===== src/rtl/itcm_ifu_icb_slv_pkg.sv =====
// ----------------------------------------------------------------------------
// itcm_ifu_icb_slv_pkg
// Shared widths and helpers for the ITCM fetch-port ICB responder.
// The widths follow the standard 16-bit address / 64-bit line ITCM
// configuration.
// ----------------------------------------------------------------------------
package itcm_ifu_icb_slv_pkg;

  localparam int ITCM_ADDR_WIDTH = 16;
  localparam int ITCM_DATA_WIDTH = 64;

  // Byte offset bits inside one 64-bit SRAM line.
  localparam int ITCM_WORD_LSB = 3;

  // Instruction fetches must be at least halfword aligned. Only bit 0 of
  // the byte address decides whether the fetch is illegal.
  function automatic logic fetch_misaligned(input logic addr_bit0);
    logic bad_s;
    bad_s = (addr_bit0 == 1'b1);
    return bad_s;
  endfunction

endpackage


===== src/rtl/itcm_rsp_hold.sv =====
// ----------------------------------------------------------------------------
// itcm_rsp_hold
// Read-data path of the ITCM fetch responder. In the cycle right after an
// SRAM access ("fresh"), the SRAM output is passed straight through. If the
// response stalls in that cycle, the line is copied into data_r, so that a
// later access by another SRAM agent cannot disturb the pending response.
// Error responses always return zero data.
// Ports:
//   clk, rst_n  - clock, async active-low reset
//   ram_cs      - this block's SRAM access in the current cycle
//   rsp_err     - registered error of the pending response
//   rsp_ready   - response accepted by the fetch unit
//   ram_dout    - SRAM read data (valid the cycle after ram_cs)
//   rsp_rdata   - response read data
// ----------------------------------------------------------------------------
module itcm_rsp_hold #(
  parameter int DW = 64
) (
  input  logic          clk,
  input  logic          rst_n,
  input  logic          ram_cs,
  input  logic          rsp_err,
  input  logic          rsp_ready,
  input  logic [DW-1:0] ram_dout,
  output logic [DW-1:0] rsp_rdata
);

  logic          fresh_r;
  logic          data_lden_s;
  logic [DW-1:0] data_r;

  sirv_gnrl_dffr #(.DW(1)) u_fresh_dff (
    .dnxt  (ram_cs),
    .qout  (fresh_r),
    .clk   (clk),
    .rst_n (rst_n)
  );

  // Capture only when the fresh line is about to be lost by a stall.
  assign data_lden_s = fresh_r & ~rsp_ready;

  sirv_gnrl_dfflr #(.DW(DW)) u_data_dff (
    .lden  (data_lden_s),
    .dnxt  (ram_dout),
    .qout  (data_r),
    .clk   (clk),
    .rst_n (rst_n)
  );

  // Response data select: zero on error, live SRAM when fresh, else held copy
  always_comb begin
    rsp_rdata = '0;
    if (rsp_err) begin
      rsp_rdata = '0;
    end else if (fresh_r) begin
      rsp_rdata = ram_dout;
    end else begin
      rsp_rdata = data_r;
    end
  end

endmodule


===== src/rtl/sirv_gnrl_dfflr.sv =====
// ----------------------------------------------------------------------------
// sirv_gnrl_dfflr
// General-purpose flop with a load enable and an async active-low reset
// to zero.
// Ports: lden (load enable), dnxt (next value), qout (registered value),
//        clk, rst_n.
// ----------------------------------------------------------------------------
module sirv_gnrl_dfflr #(
  parameter int DW = 32
) (
  input  logic          lden,
  input  logic [DW-1:0] dnxt,
  output logic [DW-1:0] qout,
  input  logic          clk,
  input  logic          rst_n
);

  logic [DW-1:0] qout_r;

  // Load-enabled state register
  always_ff @(posedge clk or negedge rst_n) begin
    if (!rst_n) begin
      qout_r <= '0;
    end else if (lden) begin
      qout_r <= dnxt;
    end else begin
      qout_r <= qout_r;
    end
  end

  assign qout = qout_r;

endmodule


===== src/rtl/sirv_gnrl_dffr.sv =====
// ----------------------------------------------------------------------------
// sirv_gnrl_dffr
// General-purpose flop that loads every cycle and has an async active-low
// reset to zero.
// Ports: dnxt (next value), qout (registered value), clk, rst_n.
// ----------------------------------------------------------------------------
module sirv_gnrl_dffr #(
  parameter int DW = 32
) (
  input  logic [DW-1:0] dnxt,
  output logic [DW-1:0] qout,
  input  logic          clk,
  input  logic          rst_n
);

  logic [DW-1:0] qout_r;

  // Free-running state register
  always_ff @(posedge clk or negedge rst_n) begin
    if (!rst_n) begin
      qout_r <= '0;
    end else begin
      qout_r <= dnxt;
    end
  end

  assign qout = qout_r;

endmodule


===== src/rtl/itcm_ifu_icb_slv.sv =====
// ----------------------------------------------------------------------------
// itcm_ifu_icb_slv
// ITCM-side ICB responder for the instruction-fetch port. It accepts one
// read command at a time, drives the 64-bit ITCM SRAM and returns the
// line (or an error for a byte-misaligned fetch) one cycle later. The
// ifu2itcm_holdup flag tells the fetch unit that the SRAM output still
// holds the line of its last successful read.
// Ports:
//   clk, rst_n                  - clock, async active-low reset
//   ifu2itcm_icb_cmd_valid/ready/addr - fetch command channel
//   ifu2itcm_icb_rsp_valid/ready/err/rdata - fetch response channel
//   ifu2itcm_holdup             - SRAM output equals last IFU read
//   ext_sram_busy               - another agent owns the SRAM this cycle
//   itcm_ram_cs/addr            - SRAM chip select and word address
//   itcm_ram_dout               - SRAM read data
// ----------------------------------------------------------------------------
module itcm_ifu_icb_slv
  import itcm_ifu_icb_slv_pkg::*;
#(
  parameter int AW  = ITCM_ADDR_WIDTH,
  parameter int DW  = ITCM_DATA_WIDTH,
  parameter int RAW = AW - 3
) (
  input  logic           clk,
  input  logic           rst_n,
  input  logic           ifu2itcm_icb_cmd_valid,
  output logic           ifu2itcm_icb_cmd_ready,
  input  logic [AW-1:0]  ifu2itcm_icb_cmd_addr,
  output logic           ifu2itcm_icb_rsp_valid,
  input  logic           ifu2itcm_icb_rsp_ready,
  output logic           ifu2itcm_icb_rsp_err,
  output logic [DW-1:0]  ifu2itcm_icb_rsp_rdata,
  output logic           ifu2itcm_holdup,
  input  logic           ext_sram_busy,
  output logic           itcm_ram_cs,
  output logic [RAW-1:0] itcm_ram_addr,
  input  logic [DW-1:0]  itcm_ram_dout
);

  logic       cmd_hs_s;
  logic       rsp_hs_s;
  logic       err_c_s;
  logic       rsp_valid_r;
  logic       rsp_valid_lden_s;
  logic       rsp_valid_nxt_s;
  logic       err_r;
  logic       holdup_r;
  logic       holdup_lden_s;
  logic       holdup_nxt_s;
  logic [1:0] unused_addr_bits_s;

  // Halfword offset inside a line does not matter: the whole line is read.
  assign unused_addr_bits_s = ifu2itcm_icb_cmd_addr[2:1];

  // Command acceptance, error check and SRAM request
  always_comb begin
    ifu2itcm_icb_cmd_ready = 1'b0;
    cmd_hs_s               = 1'b0;
    rsp_hs_s               = 1'b0;
    err_c_s                = 1'b0;
    itcm_ram_cs            = 1'b0;
    // A new command may enter in the cycle the pending response leaves.
    if (ext_sram_busy) begin
      ifu2itcm_icb_cmd_ready = 1'b0;
    end else begin
      ifu2itcm_icb_cmd_ready = ~rsp_valid_r | ifu2itcm_icb_rsp_ready;
    end
    cmd_hs_s    = ifu2itcm_icb_cmd_valid & ifu2itcm_icb_cmd_ready;
    rsp_hs_s    = rsp_valid_r & ifu2itcm_icb_rsp_ready;
    err_c_s     = fetch_misaligned(ifu2itcm_icb_cmd_addr[0]);
    itcm_ram_cs = cmd_hs_s & ~err_c_s;
  end

  assign itcm_ram_addr = RAW'(ifu2itcm_icb_cmd_addr[AW-1:ITCM_WORD_LSB]);

  // Response-valid and holdup next-state terms
  always_comb begin
    rsp_valid_lden_s = 1'b0;
    rsp_valid_nxt_s  = 1'b0;
    holdup_lden_s    = 1'b0;
    holdup_nxt_s     = 1'b0;
    // A handshake without a replacing command empties the response slot.
    rsp_valid_lden_s = cmd_hs_s | rsp_hs_s;
    rsp_valid_nxt_s  = cmd_hs_s;
    // Any other-agent access invalidates the SRAM output for the IFU.
    if (ext_sram_busy) begin
      holdup_lden_s = 1'b1;
      holdup_nxt_s  = 1'b0;
    end else if (cmd_hs_s) begin
      holdup_lden_s = 1'b1;
      holdup_nxt_s  = ~err_c_s;
    end else begin
      holdup_lden_s = 1'b0;
      holdup_nxt_s  = holdup_r;
    end
  end

  sirv_gnrl_dfflr #(.DW(1)) u_rsp_valid_dff (
    .lden  (rsp_valid_lden_s),
    .dnxt  (rsp_valid_nxt_s),
    .qout  (rsp_valid_r),
    .clk   (clk),
    .rst_n (rst_n)
  );

  sirv_gnrl_dfflr #(.DW(1)) u_rsp_err_dff (
    .lden  (cmd_hs_s),
    .dnxt  (err_c_s),
    .qout  (err_r),
    .clk   (clk),
    .rst_n (rst_n)
  );

  sirv_gnrl_dfflr #(.DW(1)) u_holdup_dff (
    .lden  (holdup_lden_s),
    .dnxt  (holdup_nxt_s),
    .qout  (holdup_r),
    .clk   (clk),
    .rst_n (rst_n)
  );

  itcm_rsp_hold #(.DW(DW)) u_rsp_hold (
    .clk       (clk),
    .rst_n     (rst_n),
    .ram_cs    (itcm_ram_cs),
    .rsp_err   (err_r),
    .rsp_ready (ifu2itcm_icb_rsp_ready),
    .ram_dout  (itcm_ram_dout),
    .rsp_rdata (ifu2itcm_icb_rsp_rdata)
  );

  assign ifu2itcm_icb_rsp_valid = rsp_valid_r;
  assign ifu2itcm_icb_rsp_err   = err_r;
  assign ifu2itcm_holdup        = holdup_r;

endmodule


===== config.mk =====
export PLATFORM = sky130hd
export DESIGN_NAME = itcm_ifu_icb_slv
export DESIGN_NICKNAME = d
export VERILOG_FILES = /design/src/rtl/itcm_ifu_icb_slv_pkg.sv /design/src/rtl/itcm_rsp_hold.sv /design/src/rtl/sirv_gnrl_dfflr.sv /design/src/rtl/sirv_gnrl_dffr.sv /design/src/rtl/itcm_ifu_icb_slv.sv
export SDC_FILE = /design/constraint.sdc
export NUM_CORES = 1
export LEC_CHECK = 0
export ABC_AREA = 1
export BUFFER_PORTS_ARGS = -buffer_cell sky130_fd_sc_hd__buf_2
export CAP_MARGIN = 5
export CORE_MARGIN = 2
export CORE_UTILIZATION = 45
export CTS_CLUSTER_DIAMETER = 30
export DETAILED_ROUTE_END_ITERATION = 8
export GPL_ROUTABILITY_DRIVEN = 1
export PLACE_DENSITY_LB_ADDON = 0.05
export SYNTH_ARGS = -nofsm -noshare
export SYNTH_HDL_FRONTEND = slang
export SYNTH_SLANG_ARGS = --single-unit

===== constraint.sdc =====
create_clock -name clk -period 1.3 [get_ports clk]
set_input_delay 0.065 -clock clk [delete_from_list [all_inputs] [get_ports clk]]
set_output_delay 0.065 -clock clk [all_outputs]
set_load 0.02 [all_outputs]

==> reports/metrics.yaml <==
status: "finished, violations left"
violations: "setup timing"
fin_crit_sh: 1.28
p_switching_mw: 2.87
met1Wirelength_um: 5070
worst_slack_ns: -0.365
top_layer_used: "met4"
overflow: 0
clockRootBuffer: "clkbuf_8"
ios: 167
dpl.hpwl_um: 6000
syn-num-nets: 541
hp-class: "input pin to flop"
finClkSkew_ns: 0.00807
first_pass_iters: 4
required_ns: 1.24
io_buffers: 138
start_kind: "flop"
p_seq_frac: 0.381
die_w_um: 93.3
finalSetupViolCount: 112
start_util: 0.464
async_reset_ff_frac: 1.00
peakVddDrop_mv: 0.691
clk_path_buf_depth: 2
finalHoldViolations: 0
fmax_ghz: 0.601
vias: 3925
comb_power_share: 0.421
grt_pass1_vias: 3496
die_area_um2: 8700
synth-main-ff-cell: "dfrtp_1"
routed-wl-met3_um: 790
antenna_found_initial: 0
yosys_warnings: 0
syn2layout_area_growth_pct: 72.6
wl_um: 12800
nNetsFinal: 710
met2_length_um: 6770
power_density_nw_per_um2: 1220
synth-seq-cells: 68
syn_area_per_cell_um2: 7.87
h-tree-depth: 3
cts_made_buffers: 9
clock_sinks: 68
synthTopCellsByCount: "nand2_1 (79), dfrtp_1 (68), inv_1 (67)"
track_usage: 0.230
synth_seq_area_share: 0.474
diodes: 0
drt-vias-per-instance: 5.38
synth_top_area_share: 0.474
synth_area_um2: 3590
p_int_mw: 4.68
switching_share: 0.380
p_clk_frac: 0.198
hold_ws_ns: 0.000268
cts_tree: "yes"
layout_min_cycle_time_ns: 1.66
critical_path_class: "flop to primary output"
worst_slew_pin_slew_ns: 0.420
core.rowCount: 32
rsz0062_at_grt: "true"
ys_types: 15
drv_slew: 0
grt_first_pass_wirelength_um: 16000
grt_max_degree: 38
postLayoutCoreUtil: 0.801
cap_violations: 0
synthTopCellsByArea: "dfrtp_1 (47%), a211oi_1 (13%), nand2_1 (8.3%)"
die_h_um: 93.3
clk_pin_slew_ns: 0.08
synth_top_area_cell: "dfrtp_1"
slew_headroom: 0.719
place_congestion: 0.751
initialDrtViolationCount: 231
worstPathMaxFanout: 8
wl_per_cell_um: 17.6
ant_nets: 0
drc: 0
core_um2: 7730
p_leak_nw: 3.06
synthCells: 456
drive_gt1_frac: 0.521
arrival_ns: 1.60
synth_edf_count: 0
worstSkewPairLatency_ns: 0.34
endpoint_kind: "primary output"
yosysMostFrequentCell: "nand2_1"
-- power by group through the flow --
stage                     Clock, mW  Sequential [mW]  Combinational [mW]
final                          1.49             2.87                3.18
after global routing           1.58             2.91                3.39
after CTS                      1.49             2.78                2.72
after detailed placement          0             2.80                2.18
after global placement            0             2.78                2.14
after floorplan                   0             2.75                1.51
-- cell families after synthesis --
logic type	Yosys count	synth area share
simple gates	148	0.158
compound gates	126	0.218
buf+inv	114	0.149
flops	68	0.474
-- metrics by stage --
step | cells | TNS [ns] | instance area, um^2 | power [mW] | worst slack [ns]
global route | 730 | -25.70 | 6190 | 7.89 | -0.420
global placement | 665 | -0.132 | 4450 | 4.92 | -0.0571
detailed placement | 665 | -0.0807 | 4450 | 4.98 | -0.0353
floorplan | 456 | -6.99 | 3670 | 4.26 | -0.175
CTS | 701 | -20.47 | 5370 | 6.99 | -0.334
finish | 730 | -20.55 | 6190 | 7.55 | -0.365
-- cell type report --
cell class                 count  area, um^2
clock buffer                  11         141
clock inverter                 3        15.0
fill                         499        1540
inverter                      67         268
multi-input combinational    277        1980
sequential                    68        1710
tap                          102         128
timing repair buffer         202        1950
-- layout by cell type, fill, tap and decap left out, types with 12 or more instances in the layout --
cell           netlist  layout
dfrtp_1             68      66
nor2_2               0      35
buf_6                0      21
o21ai_1             11      20
inv_1               67      63
nand2_1             79      75
nor2_1              62      17
dlygate4sd3_1        0      12
a211oi_2             0      51
o21ai_0             50      41
buf_4               26      65
clkbuf_16            0      13
buf_2                8      72
-- path summary, 6_finish.rpt --
check                                                from                        endpoint  slack, ns  cells after the start
max                           u_rsp_hold.u_fresh_dff.qout      ifu2itcm_icb_rsp_rdata[56]      -0.36                      4
min                                     itcm_ram_dout[31]  u_rsp_hold.u_data_dff.qout[31]     0.0003                      3
max reg2reg                   u_rsp_hold.u_fresh_dff.qout  u_rsp_hold.u_data_dff.qout[43]      -0.06                      5
min reg2reg                u_rsp_hold.u_data_dff.qout[58]  u_rsp_hold.u_data_dff.qout[58]       0.50                      2
max in group asynchronous                           rst_n               u_holdup_dff.qout       0.65                      3
min in group asynchronous                           rst_n  u_rsp_hold.u_data_dff.qout[17]       0.13                      2
-- critical path: stages, from the launching register on --
cell and delay [ns]:
dfrtp_4 0.50, buf_12 0.17, buf_16 0.15, a211oi_4 0.27, buf_6 0.16
-- timing repair --
item,4_1_cts,5_1_grt
setup endpoints to repair,65,127
setup buffers,6,5
hold endpoints to repair,79,0
gates cloned,4,24
pin swaps,29,27
resized for setup,147,94
hold buffers,12,0
-- flip-flops by register name, summed over array words and instances, names as in the netlist --
| signal | flops |
|---|---|
| u_rsp_err_dff.qout | 1 |
| u_rsp_valid_dff.qout | 1 |
| u_rsp_hold.u_data_dff.qout | 64 |
| u_holdup_dff.qout | 1 |
| u_rsp_hold.u_fresh_dff.qout | 1 |
-- routing by layer --
metal | track usage | up-vias
li1 | - | 1814
met1 | 0.293 | 1939
met2 | 0.381 | 150
met3 | 0.0564 | 22
met4 | 0.0833 | 0
met5 | 0 | -
Note: power is estimated with default switching activity, not from simulation.
